===== config.mk =====
export PLATFORM = sky130hd
export DESIGN_NAME = gol_video_row_streamer
export DESIGN_NICKNAME = d
export VERILOG_FILES = /design/src/rtl/gol_video_row_streamer.sv
export SDC_FILE = /design/constraint.sdc
export NUM_CORES = 2
export LEC_CHECK = 0
export ABC_AREA = 1
export BUFFER_PORTS_ARGS = -buffer_cell sky130_fd_sc_hd__clkbuf_2
export CAP_MARGIN = 25
export CORE_AREA = 2 2 510 512
export DETAILED_ROUTE_END_ITERATION = 12
export DIE_AREA = 0 0 512 514
export SLEW_MARGIN = 25
export SYNTH_ARGS = -nofsm -noshare
export SYNTH_HDL_FRONTEND = slang
export SYNTH_SLANG_ARGS = --single-unit

===== constraint.sdc =====
create_clock -name clk -period 56 [get_ports clk]
set_input_delay 2.8 -clock clk [delete_from_list [all_inputs] [get_ports clk]]
set_output_delay 2.8 -clock clk [all_outputs]
set_load 0.1 [all_outputs]

===== src/rtl/gol_video_row_streamer.sv =====
// Reads one Game-of-Life row per line from the ping-pong BRAM selector and
// serialises it as a valid/ready RGB pixel stream with SOF (tuser) and EOL (tlast).
module gol_video_row_streamer #(
    parameter int          X_SIZE       = 1280,
    parameter int          Y_SIZE       = 720,
    parameter int          X_WIDTH      = 11,
    parameter int          Y_WIDTH      = 10,
    parameter int          RD_LATENCY   = 1,
    parameter logic [23:0] COLOUR_ALIVE = 24'hFFFFFF,
    parameter logic [23:0] COLOUR_DEAD  = 24'h000000
) (
    input  logic               clk,
    input  logic               rst,
    input  logic               enable,
    output logic [Y_WIDTH-1:0] video_out_row_addr,
    input  logic [X_SIZE-1:0]  video_out_row_data,
    output logic [23:0]        m_axis_tdata,
    output logic               m_axis_tvalid,
    input  logic               m_axis_tready,
    output logic               m_axis_tuser,
    output logic               m_axis_tlast,
    output logic               frame_done,
    output logic               busy
);

    localparam int LAT_W = 2;

    typedef enum logic [1:0] {
        IDLE,
        FETCH,
        LOAD,
        STREAM
    } state_t;

    state_t             state_q, state_d;
    logic [X_WIDTH-1:0] x_q, x_d;
    logic [Y_WIDTH-1:0] y_q, y_d;
    logic [Y_WIDTH-1:0] addr_q, addr_d;
    logic [X_SIZE-1:0]  line_q, line_d;
    logic [LAT_W-1:0]   lat_q, lat_d;
    logic               frame_done_q, frame_done_d;

    logic xfer;
    logic last_x;
    logic last_y;

    assign xfer   = (state_q == STREAM) && m_axis_tready;
    assign last_x = (x_q == X_WIDTH'(X_SIZE - 1));
    assign last_y = (y_q == Y_WIDTH'(Y_SIZE - 1));

    always_ff @(posedge clk or posedge rst) begin
        if (rst) begin
            state_q <= IDLE;
        end else begin
            state_q <= state_d;
        end
    end

    always_comb begin
        state_d = state_q;
        case (state_q)
            IDLE:    if (enable) state_d = FETCH;
            FETCH:   if (lat_q == '0) state_d = LOAD;
            LOAD:    state_d = STREAM;
            STREAM: begin
                if (xfer && last_x) begin
                    state_d = (last_y && !enable) ? IDLE : FETCH;
                end
            end
            default: state_d = IDLE;
        endcase
    end

    // Leaving IDLE waits one extra cycle so the selector's address/mode has settled
    // before the counted read latency begins; line-to-line refetches skip it.
    always_comb begin
        x_d          = x_q;
        y_d          = y_q;
        addr_d       = addr_q;
        line_d       = line_q;
        lat_d        = lat_q;
        frame_done_d = 1'b0;
        case (state_q)
            IDLE: begin
                if (enable) begin
                    x_d    = '0;
                    y_d    = '0;
                    addr_d = '0;
                    lat_d  = LAT_W'(RD_LATENCY);
                end
            end
            FETCH: begin
                if (lat_q != '0) lat_d = lat_q - LAT_W'(1);
            end
            LOAD: begin
                line_d = video_out_row_data;
                x_d    = '0;
            end
            STREAM: begin
                if (xfer) begin
                    if (!last_x) begin
                        x_d = x_q + X_WIDTH'(1);
                    end else begin
                        lat_d = LAT_W'(RD_LATENCY - 1);
                        if (last_y) begin
                            y_d          = '0;
                            addr_d       = '0;
                            frame_done_d = 1'b1;
                        end else begin
                            y_d    = y_q + Y_WIDTH'(1);
                            addr_d = y_q + Y_WIDTH'(1);
                        end
                    end
                end
            end
            default: ;
        endcase
    end

    always_ff @(posedge clk or posedge rst) begin
        if (rst) begin
            x_q          <= '0;
            y_q          <= '0;
            addr_q       <= '0;
            line_q       <= '0;
            lat_q        <= '0;
            frame_done_q <= 1'b0;
        end else begin
            x_q          <= x_d;
            y_q          <= y_d;
            addr_q       <= addr_d;
            line_q       <= line_d;
            lat_q        <= lat_d;
            frame_done_q <= frame_done_d;
        end
    end

    // Pixel outputs are pure functions of registered state, so they hold
    // naturally while the sink stalls and never depend on tready.
    always_comb begin
        m_axis_tvalid = (state_q == STREAM);
        m_axis_tdata  = '0;
        m_axis_tuser  = 1'b0;
        m_axis_tlast  = 1'b0;
        if (state_q == STREAM) begin
            m_axis_tdata = line_q[x_q] ? COLOUR_ALIVE : COLOUR_DEAD;
            m_axis_tuser = (x_q == '0) && (y_q == '0);
            m_axis_tlast = last_x;
        end
        busy               = (state_q != IDLE);
        frame_done         = frame_done_q;
        video_out_row_addr = addr_q;
    end

endmodule

==> results.md <==
* Outcome: complete, no violations
* Routed Antenna Nets at 0
* Final instance area at 0.0768 mm²
* Initial core utilization at 23.9%
* Max Cap Viol at 0
* Final period util at between 10% and 20%
* Pwr/cell area at around 57 mW/mm²
* Worst-margin pin slew at 1.03 ns
* Max Freq at 94.2 MHz
* Mapped Area at 0.0616 mm²
* Crit path time final at 10.61 ns
* HP Class: flop to flop
* Synth Area per Inst at 9.12 µm²
* Crit path launch type: flop
* Seq/Total Area, Yosys at 53.0%
* Crit path arrival time at 7.81 ns
* I/O Pins at 1,323
* CP Max Fanout at 73
* Clock sinks at 1,306
* Synth top area cells: dfrtp_1 (53%), mux2_2 (13%), nand2_1 (10%), o21ai_0 (6.7%), nand3_1 (4.1%)
* Synthesis Warnings at 0
* Starting DRC count in detailed routing at 4,282
* Critical path capture point type: primary output
* CTS clk-pin slew, worst paths at ~0.060 ns
* Final WL at 266,000 µm
* Max IR drop VDD at 55.9 µV
* Site row count at 187
* CTS HTree Levels at 4
* Crit path cell chain: buf_4, buf_4, buf_4, buf_4, buf_4, o211ai_1, nand3_1, nand3_1, nand2_1, nand2_1, a21oi_1, nor2_1, nor2_1, nor2_1, nand2_1, nand3_1, a21oi_2, buf_4, clkbuf_2
* Die area at 0.263 mm²
* Final net count at approximately 9,200
* CORE AREA at 0.258 mm²
* Initial antenna violation count at 110
* Synth top area share at ~53%
* Worst path max stage delay at ~0.72 ns
* Largest net degree at the start of global routing at 212
* Commonest non-fill, non-tap cells in the layout: nand2_1 (1,666), clkbuf_2 (1,322), dfrtp_1 (1,301)
* Post-route DRC at 0
* Layout area overhead at 24.7%
* Grt total ovfl at 0
* First-pass detailed-route iteration total at 6
* Rel. slew slack at approximately 31%
* Wire length per cell at 23.3 µm
* Via density at 4.60
* # hold bufs at CTS at 0
* Via count at 52,586
* Setup TNS at 0 ns
* CTS tree: built
* Dpl hpwl at 196,000 µm
* DP Area at 0.0713 mm²
* Unrepaired setup endpoints after global routing: no
* Root Buffer: clkbuf_16
* Worst-skew pair later-pin latency at just over 0.8 ns
* Netlist cell types at 38
* Setup violations, final at 0
* Design Power at 4.35 mW
* GPL Wtd Cong at 0.882
* Post-Syn Nets at 8,048
* Fin. max-slew vios at 0
* CTS Buffer Depth at 4
* Share of cells above drive strength 1 at between 30% and 40%
* Total CTS buffers at 162
* Die X at ~510 µm
* Synthesized instance count at ~6,800
* Most common cell after layout, fill and taps aside: nand2_1
* Post_cts resized at 0
* Worst path slowest cell: buf_4
* CP most frequent cell: buf_4
* P_leak at 35.7 nW
* Chip height at 514 µm
* Setup Skew at ~0.051 ns
* Crit path kind: flop to primary output
* Critical Path RT at ~53 ns
* Vias in the first global route at 51,638
* Global-route usage over all layers at 19.6%
* Final hold violation count at 0
* # Post-CTS Setup Buffers at 0
* Top cell type by total area after synthesis: dfrtp_1
* Global-route wire length before repair at 373,000 µm
* PortBufs at 1,322
* Post-synthesis register bit count at around 1,300
==> cell usage after synthesis, drive strengths merged <==
library cell,n
nor4,1
o21a,2
a2bb2oi,1
o211ai,80
a221oi,1
nor3b,1
xor2,1
nor3,18
ha,9
nand3b,1
a211oi,1
buf,251
clkinv,2
o21ai,894
dfrtp,1306
inv,624
clkbuf,226
nor2,155
o22ai,13
and2,1
mux2,736
o31ai,2
o32ai,1
nand3,506
and3,1
a21oi,243
nand2,1667
nand4,11
==> area by class of cell <==
class	instances	area [µm²]
fillers	27385	181000
flip-flops and latches	1306	32700
multi-input cells	4346	24500
repair buffers	1418	7490
clock buffers	228	4650
well taps	3402	4260
inverters	626	2390
clock inverters	54	756
diodes	46	115
==> kinds of logic (layout without fill, tap and decap cells) <==
family,Yosys count,after routing,share of synthesized area [%]
XOR/XNOR,1,1,0.0142
buffers and inverters,1103,2326,7.32
multiplexers,736,736,13.4
other,0,46,0
flip-flops,1306,1306,53.0
adder cells (fa/ha/maj),9,9,0.183
AND/OR/NAND/NOR,2362,2362,15.5
AO/OA/AOI/OAI,1238,1238,10.5
==> flip-flops by register name, summed over array words and instances, names as in the netlist <==
name	cells
line_q	1280
x_q	11
lat_q	2
video_out_row_addr	10
frame_done	1
state_q	2
==> worst max-delay path: cells and delay by family (launching register included) <==
| family | cells | cell delay, ns |
|---|---|---|
| buffers and inverters | 7 | 4.12 |
| AND/OR/NAND/NOR | 9 | 1.13 |
| AO/OA/AOI/OAI | 3 | 0.99 |
| flip-flops | 1 | 0.56 |
==> power breakdown <==
group / switching [mW] / leakage, nW / total [mW] / internal (mW)
logic: 0.976 / 17.4 / 1.62 / 0.647
registers: 0.219 / 15.7 / 1.64 / 1.42
clock network: 0.435 / 2.64 / 1.08 / 0.649
total: 1.63 / 35.7 / 4.35 / 2.72
==> per-stage QoR <==
stage,utilization [%],setup WS (ns),hold slack (ns),std cells
2_1_floorplan,-,16.39,0.452,6755
3_3_place_gp,27.6,46.22,0.471,11095
3_5_place_dp,27.6,46.15,0.477,11096
4_1_cts,29.7,45.26,0.492,11378
5_1_grt,29.8,44.94,0.506,11408
6_report,29.8,45.39,0.488,11426
==> per-layer routing <==
metal,GRT usage [%],wire length (µm)
met5,0,416
met4,7.41,10300
met3,4.97,20100
met2,31.5,122000
met1,25.2,113000
==> final timing paths <==
path / start / end / slack (ns) / depth (start not counted)
min reg2reg: lat_q[0] / lat_q[0] / 0.49 / 2
max reg2reg: state_q[0] / line_q[140] / 49.94 / 9
max: x_q[0] / m_axis_tdata[22] / 45.39 / 19
min in group asynchronous: rst / line_q[547] / 1.96 / 2
max in group asynchronous: rst / line_q[962] / 49.80 / 7
min: lat_q[0] / lat_q[0] / 0.49 / 2
Power figures use the tool's default switching activity.
